<file path="config.mk">
export PLATFORM = sky130hd
export DESIGN_NAME = flit_source_sched
export DESIGN_NICKNAME = d
export VERILOG_FILES = /design/src/rtl/flit_source_sched.sv
export SDC_FILE = /design/constraint.sdc
export NUM_CORES = 1
export LEC_CHECK = 0
export ABC_AREA = 1
export CORE_ASPECT_RATIO = 2
export CORE_MARGIN = 4
export CORE_UTILIZATION = 52
export CTS_CLUSTER_DIAMETER = 150
export DETAILED_ROUTE_END_ITERATION = 7
export GPL_ROUTABILITY_DRIVEN = 0
export PLACE_DENSITY = 0.77
export SYNTH_ARGS = -nofsm -noshare
export SYNTH_HDL_FRONTEND = slang
export SYNTH_SLANG_ARGS = --single-unit
</file>
<file path="constraint.sdc">
create_clock -name clk -period 4 [get_ports clk]
set_clock_uncertainty 0.05 [all_clocks]
set_input_delay 0.4 -clock clk [delete_from_list [all_inputs] [get_ports clk]]
set_output_delay 0.4 -clock clk [all_outputs]
set_load 0.05 [all_outputs]
</file>
<file path="src/rtl/flit_source_sched.sv">
// Credit-based flit source: round-robin packet scheduling over VCs, whole
// packets per VC, one bubble after each tail, sticky credit-overflow flag.
module flit_source_sched #(
    parameter int num_vcs            = 8,
    parameter int buffer_size        = 64,
    parameter int max_payload_length = 4,
    parameter int min_payload_length = 1,
    localparam int vc_idx_width = (num_vcs > 1) ? $clog2(num_vcs) : 1,
    localparam int len_width    = (max_payload_length - min_payload_length + 1 > 1) ?
                                  $clog2(max_payload_length - min_payload_length + 1) : 1
) (
    input  logic                           clk,
    input  logic                           reset,
    input  logic [num_vcs-1:0]             pkt_req_ivc,
    input  logic [num_vcs*len_width-1:0]   pkt_len_ivc,
    input  logic [vc_idx_width:0]          flow_ctrl_in,
    output logic                           flit_valid_out,
    output logic                           flit_head_out,
    output logic                           flit_tail_out,
    output logic [num_vcs-1:0]             flit_sel_ivc,
    output logic [num_vcs-1:0]             pkt_done_ivc,
    output logic                           error
);
    localparam int CPV = buffer_size / num_vcs;
    localparam int CW  = $clog2(CPV + 1);
    localparam int RW  = (max_payload_length > 0) ? $clog2(max_payload_length + 1) : 1;

    typedef enum logic {IDLE, SEND} state_t;

    state_t                  state_q;
    logic [CW-1:0]           cnt_q [num_vcs];
    logic [vc_idx_width-1:0] rr_q, cur_q, win;
    logic [RW-1:0]           rem_q, len_w;
    logic                    valid_q, head_q, tail_q, err_q;
    logic [num_vcs-1:0]      sel_q, done_q;

    logic [num_vcs-1:0]      elig, win_oh, cur_oh, ret_hit, iss_hit;
    logic [len_width-1:0]    code_w;
    logic                    idle_go, send_go;

    always_comb begin
        for (int i = 0; i < num_vcs; i++)
            elig[i] = pkt_req_ivc[i] && (cnt_q[i] != '0);
    end

    // Scan downward so the VC closest to rr_q wins.
    always_comb begin
        win = '0;
        for (int k = num_vcs - 1; k >= 0; k--) begin
            if (elig[(int'(rr_q) + k) % num_vcs])
                win = vc_idx_width'((int'(rr_q) + k) % num_vcs);
        end
    end

    assign code_w  = pkt_len_ivc[int'(win)*len_width +: len_width];
    assign len_w   = RW'(int'(code_w) + min_payload_length);
    assign win_oh  = num_vcs'(1) << win;
    assign cur_oh  = num_vcs'(1) << cur_q;

    // tail_q blocks selection in the tail cycle, giving the turnaround bubble.
    assign idle_go = (state_q == IDLE) && !tail_q && (|elig);
    assign send_go = (state_q == SEND) && (rem_q != '0) && (cnt_q[cur_q] != '0);

    always_comb begin
        ret_hit = flow_ctrl_in[0] ? (num_vcs'(1) << flow_ctrl_in[vc_idx_width:1]) : '0;
        iss_hit = idle_go ? win_oh : (send_go ? cur_oh : '0);
    end

    always_ff @(posedge clk or posedge reset) begin
        if (reset) begin
            state_q <= IDLE;
            rr_q    <= '0;
            cur_q   <= '0;
            rem_q   <= '0;
            valid_q <= 1'b0;
            head_q  <= 1'b0;
            tail_q  <= 1'b0;
            sel_q   <= '0;
            done_q  <= '0;
            err_q   <= 1'b0;
            for (int i = 0; i < num_vcs; i++) cnt_q[i] <= CW'(CPV);
        end else begin
            valid_q <= 1'b0;
            head_q  <= 1'b0;
            tail_q  <= 1'b0;
            sel_q   <= '0;
            done_q  <= '0;
            if (idle_go) begin
                valid_q <= 1'b1;
                head_q  <= 1'b1;
                sel_q   <= win_oh;
                cur_q   <= win;
                rr_q    <= vc_idx_width'((int'(win) + 1) % num_vcs);
                rem_q   <= len_w;
                if (len_w == '0) begin
                    tail_q <= 1'b1;
                    done_q <= win_oh;
                end else begin
                    state_q <= SEND;
                end
            end else if (send_go) begin
                valid_q <= 1'b1;
                sel_q   <= cur_oh;
                rem_q   <= rem_q - RW'(1);
                if (rem_q == RW'(1)) begin
                    tail_q  <= 1'b1;
                    done_q  <= cur_oh;
                    state_q <= IDLE;
                end
            end
            for (int i = 0; i < num_vcs; i++) begin
                if (ret_hit[i] && !iss_hit[i]) begin
                    if (cnt_q[i] == CW'(CPV)) err_q <= 1'b1;
                    else                      cnt_q[i] <= cnt_q[i] + CW'(1);
                end else if (iss_hit[i] && !ret_hit[i]) begin
                    cnt_q[i] <= cnt_q[i] - CW'(1);
                end
            end
        end
    end

    assign flit_valid_out = valid_q;
    assign flit_head_out  = head_q;
    assign flit_tail_out  = tail_q;
    assign flit_sel_ivc   = sel_q;
    assign pkt_done_ivc   = done_q;
    assign error          = err_q;
endmodule

</file>
-- After elaboration in Yosys (flattened, before gate mapping)
Cells that the tools add are included.
- output and inout port bits: 20
- register bits after elaboration: 62
- word-level logic and storage cells: 261
- $add $sub $neg: 26
- reduce and logical (&&, ||, !) cells: 83
- mux-type cells: 94
- shift-type cells: 4
- $lt $le $gt $ge: 9
- bitwise operators: 9
- equal/unequal tests: 18
- operators with widths (cell ; count):
    $mux W4 ; 26
    $mux W8 ; 7
    $mux W1 ; 42
    $reduce_bool A4 Y1 ; 9
    $lt A4 B5 Y1 const B ; 7
    $add A4 B1 Y4 const B ; 8
    $eq A4 B4 Y1 const B ; 8
    $sub A4 B1 Y4 const B ; 8
    $mux W3 ; 10
    $logic_and A1 B1 Y1 ; 28
    $bmux W1 S3 ; 8
    $shl A1 B3 Y8 const A ; 3
    $reduce_or A3 Y1 ; 7
    $reduce_bool A2 Y1 ; 10
    $ne A2 B2 Y1 const B ; 9
    $logic_not A1 Y1 ; 17
    $reduce_and A2 Y1 ; 8
    $shiftx A16 B5 Y2 ; 1
    $add A3 B3 Y3 const B ; 4
    $bmux W4 S3 ; 1
    $reduce_or A8 Y1 ; 1
    $and A1 B1 Y1 const A ; 7
    $add A3 B1 Y3 const B ; 2
    $add A3 B2 Y3 const B ; 2
    other kinds (10) ; 10

-- Longest topological paths before layout
Gate-level depths: netlist of run 1.
- depth in word-level cells: 33
- mapped depth: 33
- depth with buffers taken out: 31

-- Least setup slack after synthesis of run 1
No wires, ideal clock.
- kind: flip-flop to flip-flop
- start: reg rr_q[1]
- end: reg cnt_q[7] (netlist name)
- path slack: 281 ps
- data required time: 3889 ps
- stages on the path, launching flop included: 31
- path buffers: 2
- clock period less this slack: 3719 ps
- arrival time: 3609 ps
- cell sequence: dfrtp_1 -> buf_4 -> inv_2 -> ha_1 -> buf_2 -> inv_1 -> nand3_1 -> nand3_2 -> nand2_2 -> inv_2 -> nand3_1 -> nand3_1 -> nand2_1 -> nand2_1 -> nand2_1 -> nand2_1 -> nand2_2 -> inv_1 -> ha_1 -> inv_1 -> nor2_1 -> nand3_2 -> nand3_1 -> ha_1 -> nand2_1 -> nand2_1 -> a31oi_1 -> nand4_1 -> nand3_1 -> nand2_1 -> nand2_1
- cells in the longest elaborated chain, start to end: 18
- elaborated cells between the ends (all ways): 47
- RTL lines (element ; RTL line ; RTL):
    start: declaration ; 32 ; logic [vc_idx_width-1:0] rr_q, cur_q, win;
    start signal: assignment ; 93 ; rr_q <= vc_idx_width'((int'(win) + 1) % num_vcs);
    $add A3 B3 Y3 ; 50, 51 ;
    $bmux W1 S3 ; 50 ; if (elig[(int'(rr_q) + k) % num_vcs])
    $mux W1 (not written as such) (2 in series) ; 50 ;
    $mux W3 (7 in series) ; 50 ;
    $mux W3 (*) ; 50 ;
    net win[1] ; 32 ;
    $shl A1 B3 Y8 (*) ; 57 ; assign win_oh = num_vcs'(1) << win;
    $mux W8 (*) ; 66 ; iss_hit = idle_go ? win_oh : (send_go ? cur_oh : '0);
    $logic_not A1 Y1 ; 112 ; if (ret_hit[i] && !iss_hit[i]) begin
    $logic_and A1 B1 Y1 ; 112 ;
    $ne A2 B2 Y1 (no source line) or $reduce_bool A2 Y1 (tied branches) ; - ;
    $reduce_and A2 Y1 (no source line) ; - ;
    end signal: indexed assignment ; 114 ; else cnt_q[i] <= cnt_q[i] + CW'(1);
    end signal: indexed assignment ; 116 ; cnt_q[i] <= cnt_q[i] - CW'(1);
    end: declaration ; 31 ; logic [CW-1:0] cnt_q [num_vcs];
Mark *: on every way through the listed nets, which the timed path passes. The rest lies on a longest branch. The select of a mux whose other input is x is not followed.
A chain may end at the register's enable or synchronous reset.

-- Worst setup path after layout of run 1
- start: reg rr_q[0]
- end: reg cnt_q[3] (netlist name)
Same word-level chain as after synthesis.

==> impl_metrics.toml, run 1 <==
[placed_design]
hpwl_um = 10000
port_buffers = 49

[yosys]
synth_area_leaders = "dfrtp_1, nand2_1, nand3_1, ha_1, inv_1"
synth_seq_cells = 62
synthCells = 622
syn_nets = 688
avgSynthCellArea_um2 = 7.72
synthArstFlopShare_pct = 100
synth_top_area_share_pct = 28.1
synth_area_leader_cell = "dfrtp_1"
syn-cell-area_mm2 = 0.00480
ys.warnings.count = 0
synth.most_common_cell = "nand2_1"
synth_seq_area_share_pct = 32.5
synth_cell_types = 40
synthTopCellsByCount = "nand2_1, nand3_1, inv_1"
synth_edf_count = 0
synthFlopType = "dfrtp_1"

[sta]
max-slew-margin-rel_pct = 44.1
setup_viol = 0
worstMarginPinSlew_ns = 0.837
whs_ns = 0.427
max_freq_mhz = 264
fin_crit_ns = 3.78
finalHoldViolations = 0
drv_slew = 0
post-route-period-util_pct = 94.6

[grt]
antenna_found_initial = 0
grt_pass1_wl_um = 20900
grt_usage_pct = 23.8
grt_pass1_vias = 4494
grt_overflow = 0
grt_max_degree = 42

[clocking]
cts_tree = "built"
cts_made_buffers = 9
cts-root-buf = "clkbuf_16"
cts_hold_buffers = 0
clk_pin_slew_ns = 0.05
max-clock-path-buffers = 2
clock-sinks = 62
htree_levels = 3
clkLatencyLatePin_ns = 0.33

[critical_path]
end_kind = "flop"
startpoint = "rr_q[0]"
worstSetupEndpoint = "cnt_q[3]"
cp-start-kind = "flop"
reg2regPathDepth = 25
reg2reg_from = "rr_q[0]"
r2r_slack_ns = 0.22
cp.arrival_ns = 3.99
rr_endpoint = "cnt_q[3]"
critical_path_class = "flop to flop"
cp_max_fo = 11
crit_required_ns = 4.21

[die]
rows = 49
dieArea_mm2 = 0.0109
start_util_pct = 53.3
core-area_mm2 = 0.00901
dieWidth_um = 75.9
io_pins = 50
die_h_um = 144

[cells_and_area]
antenna_cells = 0
syn_to_final_growth_pct = 24.2
final_nets = 756
drive_gt1_share_pct = 20.4

[route]
drt-total-wl_um = 12800
routed_via_density = 5.73
drcViolationCount = 0
first_iter_violations = 249
wire_per_inst_um = 16.1
vias = 4566
drt_pass1_iterations = 5
ant_nets = 0

[min_path]
hold_path_depth = 2
hold_class = "flop to flop"

[outcome]
status = "finished, final reports clean"

[job]
drv_cap = 0
-- state kept, by name (all words and copies together), names as in the netlist --
| register | cells |
|---|---|
| cnt_q | 32 |
| cur_q | 3 |
| error | 1 |
| flit_head_out | 1 |
| flit_sel_ivc | 8 |
| flit_tail_out | 1 |
| flit_valid_out | 1 |
| pkt_done_ivc | 8 |
| rem_q | 3 |
| rr_q | 3 |
| state_q | 1 |
-- kinds of logic after synthesis --
family / share of synthesized area (%)
AND/OR/NAND/NOR: 38.5
XOR/XNOR: 3.96
buffers and inverters: 7.71
AO/OA/AOI/OAI: 6.18
multiplexers: 0.469
adder cells (fa/ha/maj): 10.6
flip-flops: 32.5
-- area by class of cell --
class	count	area, um^2
clock buffer	13	260
clock inverter	3	42.5
fill	745	3050
inverter	82	308
multi-input combinational	471	3060
sequential	62	1560
tap	102	128
timing repair buffer	64	603
-- per-layer routing --
metal	vias to the layer above	GRT usage (%)	part of all wire (%)
met5	-	0	0
li1	2184	-	-
met2	148	46.3	57
met4	0	12.2	5.0
met1	2187	23.6	34
met3	47	4.02	3.6
-- cells in the final DEF (no fill, tap or decap), types with 10 or more instances in the layout --
| master | n |
|---|---|
| a21oi_1 | 10 |
| inv_2 | 11 |
| inv_1 | 71 |
| clkdlybuf4s50_1 | 49 |
| nand3_1 | 76 |
| nand4_1 | 18 |
| o21ai_1 | 10 |
| o21ai_0 | 10 |
| xor2_1 | 16 |
| nor2_1 | 44 |
| nand3_2 | 25 |
| buf_4 | 15 |
| dfrtp_1 | 54 |
| nand2_1 | 146 |
| nand2_2 | 26 |
| ha_1 | 21 |
-- worst min path at each step --
| stage | slack, ns | endpoint | from |
|---|---|---|---|
| 6_report | 0.43 | cnt_q[11] | cnt_q[11] |
| 5_1_grt | 0.46 | cnt_q[31] | cnt_q[31] |
| 4_1_cts | 0.43 | cnt_q[11] | cnt_q[11] |
| 3_5_place_dp | 0.42 | cnt_q[11] | cnt_q[11] |
| 3_3_place_gp | 0.41 | cnt_q[15] | cnt_q[15] |
| 2_1_floorplan | 0.40 | cnt_q[15] | cnt_q[15] |
-- stage by stage --
step	area [um^2]	worst slack, ns	util, %	cells	TNS (ns)
floorplan	4800	0.281	-	622	0
global placement	5450	0.174	60.5	779	0
detailed placement	5450	-0.0143	60.5	779	-0.0143
CTS	5760	0.0279	63.9	795	0
global route	5960	-0.0316	66.2	797	-0.0684
finish	5960	0.216	66.2	797	0
-- critical path: stages (launching register included) --
cell and delay (ns):
dfrtp_1 0.39, buf_4 0.19, ha_1 0.23, xor2_2 0.16, inv_1 0.13, nand3_2 0.12, nand2_2 0.12, inv_2 0.05
nand3_1 0.06, nand3_1 0.08, nand2_1 0.06, nand2_1 0.05, nand2_1 0.05, nand2_1 0.06, nand2_2 0.10, inv_1 0.09
ha_1 0.21, ha_1 0.19, nand2_1 0.14, nand3_2 0.18, ha_4 0.27, a21oi_1 0.13, nand2_1 0.09, or2_0 0.26
nand3_1 0.10, xnor2_1 0.14
-- repair_timing --
action	4_1_cts	5_1_grt
setup endpoints to repair	0	9
setup buffers	0	2
gates resized for setup	0	29
Power of run 1 is not shown: default switching activity piles up to over one toggle a cycle in this logic, so the estimate is an artifact.
==> inputs of run 2 (changes only) <==
- ABC_AREA: 1 -> unset
- CORE_UTILIZATION: 52 -> 53
- PLACE_DENSITY: 0.77 -> 0.78
==> impl_metrics.toml, run 2 <==
[grt]
grt_max_degree = 43
grt_pass1_vias = 5885
grt_util_met2_pct = 63.6
grt_usage_pct = 35.0
globalRoute.busiestLayer = "met2"
grt_pass1_wl_um = 30300
use_met3_pct = 5.58
antenna_found_initial = 2
grt_overflow = 0
grt_util_met1_pct = 34.8

[yosys]
synth_area_leader_cell = "dfrtp_1"
syn-cell-area_mm2 = 0.00503
synthTopCellsByCount = "dfrtp_1, nand2_1, mux2i_1"
synthCells = 515
syn_nets = 581
synthArstFlopShare_pct = 100
avgSynthCellArea_um2 = 9.76
synth_edf_count = 0
synth_cell_types = 70
synth_top_area_share_pct = 26.9
synth_seq_cells = 62
synthFlopType = "dfrtp_1"
synth.most_common_cell = "dfrtp_1"
ys.warnings.count = 0
synth_seq_area_share_pct = 31.1
synth_area_leaders = "dfrtp_1, mux2i_1, ha_1, dfstp_2, mux4_2"

[critical_path]
slowest_delay_ns = 0.58
cpMostUsedCell = "ha_4"
reg2regPathDepth = 20
r2r_slack_ns = -0.35
end_kind = "flop"
cp-start-kind = "input port"
cp_slowest_cell = "mux4_2"
critical_path_class = "input port to flop"
reg2reg_from = "cnt_q[26]"
crit_required_ns = 4.21
rr_endpoint = "cnt_q[7]"
cp_max_fo = 4
cp.arrival_ns = 4.57
crit_chain = "clkdlybuf4s50_1 > o41a_1 > mux2i_4 > mux4_2 > o211ai_1 > o22a_1 > o21ai_4 > buf_4 > ha_4 > ha_4 > a221oi_4 > inv_2 > ha_4 > a21o_1 > a21oi_2 > xnor2_1 > nor2_1 > xor2_1"
startpoint = "pkt_req_ivc[1]"

[sta]
finalHoldViolations = 0
timing.final.ws_setup_ns = -0.359
whs_ns = 0.510
fin_setup_tns_ns = -4.43
post-route-period-util_pct = 109
grt_setup_unrepaired = "true"
max-slew-margin-rel_pct = 41.7
drv_slew = 0
max_freq_mhz = 229
setup_viol = 23
worstMarginPinSlew_ns = 0.873
fin_crit_ns = 4.36

[route]
routed_via_density = 6.89
drcViolationCount = 0
wire_per_inst_um = 26.8
drt-total-wl_um = 22600
drt_pass1_iterations = 5
ant_nets = 0
first_iter_violations = 722
vias = 5803

[placed_design]
dp_slack_ns = -0.577
hpwl_um = 12700
port_buffers = 49

[job]
drv_cap = 0

[clocking]
cts_tree = "built"
max-clock-path-buffers = 2
cts-root-buf = "clkbuf_16"
clock-sinks = 62
clk_pin_slew_ns = 0.07
clkLatencyLatePin_ns = 0.35
cts_made_buffers = 9
htree_levels = 3

[die]
die_h_um = 146
rows = 50
dieWidth_um = 76.9
start_util_pct = 53.9
core-area_mm2 = 0.00932
dieArea_mm2 = 0.0112
io_pins = 50

[outcome]
status = "complete, but fails checks"
failed_checks = "negative setup slack"

[cells_and_area]
final_common_cell = "buf_4"
largest_reg_flops = 32
syn_to_final_growth_pct = 62.9
final_nets = 798
drive_gt1_share_pct = 47.5
final_core_util_pct = 87.9
most-common-layout-cells = "buf_4, dfrtp_1, clkdlybuf4s50_1"
largest_register = "cnt_q"

[min_path]
hold_class = "input port to asynchronous set/reset pin"
==> run 2: cell count changes after synthesis, sizes merged, moves of 10 or more <==
cell    before  now
inv         82   22
clkbuf       0   10
mux2i        0   39
nor2        55   39
nand2      178   49
a21oi       10   21
mux2         2   21
nand4       20    3
mux4         0   10
xnor2        2   14
a21o         0   11
o41ai        0   10
nand3      106    8
==> run 2: cell type report <==
type / instances / area (um^2)
fill: 374 / 1130
clock inverter: 7 / 72.6
multi-input combinational: 413 / 4180
tap: 104 / 130
sequential: 62 / 1560
clock buffer: 9 / 225
timing repair buffer: 223 / 1910
inverter: 23 / 101
antenna: 1 / 2.50
==> run 2: per-layer routing <==
metal	routed length (um)	part of all wire (%)
met3	1580	7.0
met4	2180	9.7
met1	7230	32
met2	11600	51
met5	0	0
==> run 2: how the worst max path moves through the flow <==
stage	end	cells after the start	slack, ns
global placement	cnt_q[3]	17	-0.38
CTS	cnt_q[7]	21	-0.12
finish	cnt_q[3]	18	-0.36
floorplan	cnt_q[3]	21	-0.43
detailed placement	cnt_q[15]	19	-0.58
global route	cnt_q[3]	18	-0.50
==> run 2: cells by family (layout without fill, tap and decap cells) <==
kind of cell,count (synthesis),count (layout),share of synthesized area [%]
DFF,62,62,31.1
xor gates and xnor gates,25,25,4.36
AOI/OAI and AO/OA,122,122,18.4
and+or+nand+nor,160,160,15.7
adders and majority gates,36,36,10.2
other,0,1,0
buffers and inverters,40,262,3.31
muxes,70,70,17.0
==> run 2: repair_timing <==
action / 4_1_cts / 5_1_grt
hold buffers: 0 / 0
setup buffers: 24 / 19
gates resized for setup: 52 / 58
endpoints found under the setup margin: 35 / 29
hold endpoints to repair: 0 / 0
pin swaps: 35 / 41
==> run 2: critical path: cells and delay by family <==
kind / cells / cell delay, ns
muxes: 2 / 0.74
AOI/OAI and AO/OA: 7 / 1.61
buffers and inverters: 3 / 0.79
adders and majority gates: 3 / 0.59
xor gates and xnor gates: 2 / 0.30
and+or+nand+nor: 1 / 0.13
==> run 2: metrics by stage <==
stage,instances,area [um^2]
final,842,8190
after global routing,842,8190
after CTS,824,7790
after detailed placement,784,7000
after global placement,784,7000
after floorplan,515,5460
Power of run 2 is left out for the same reason.
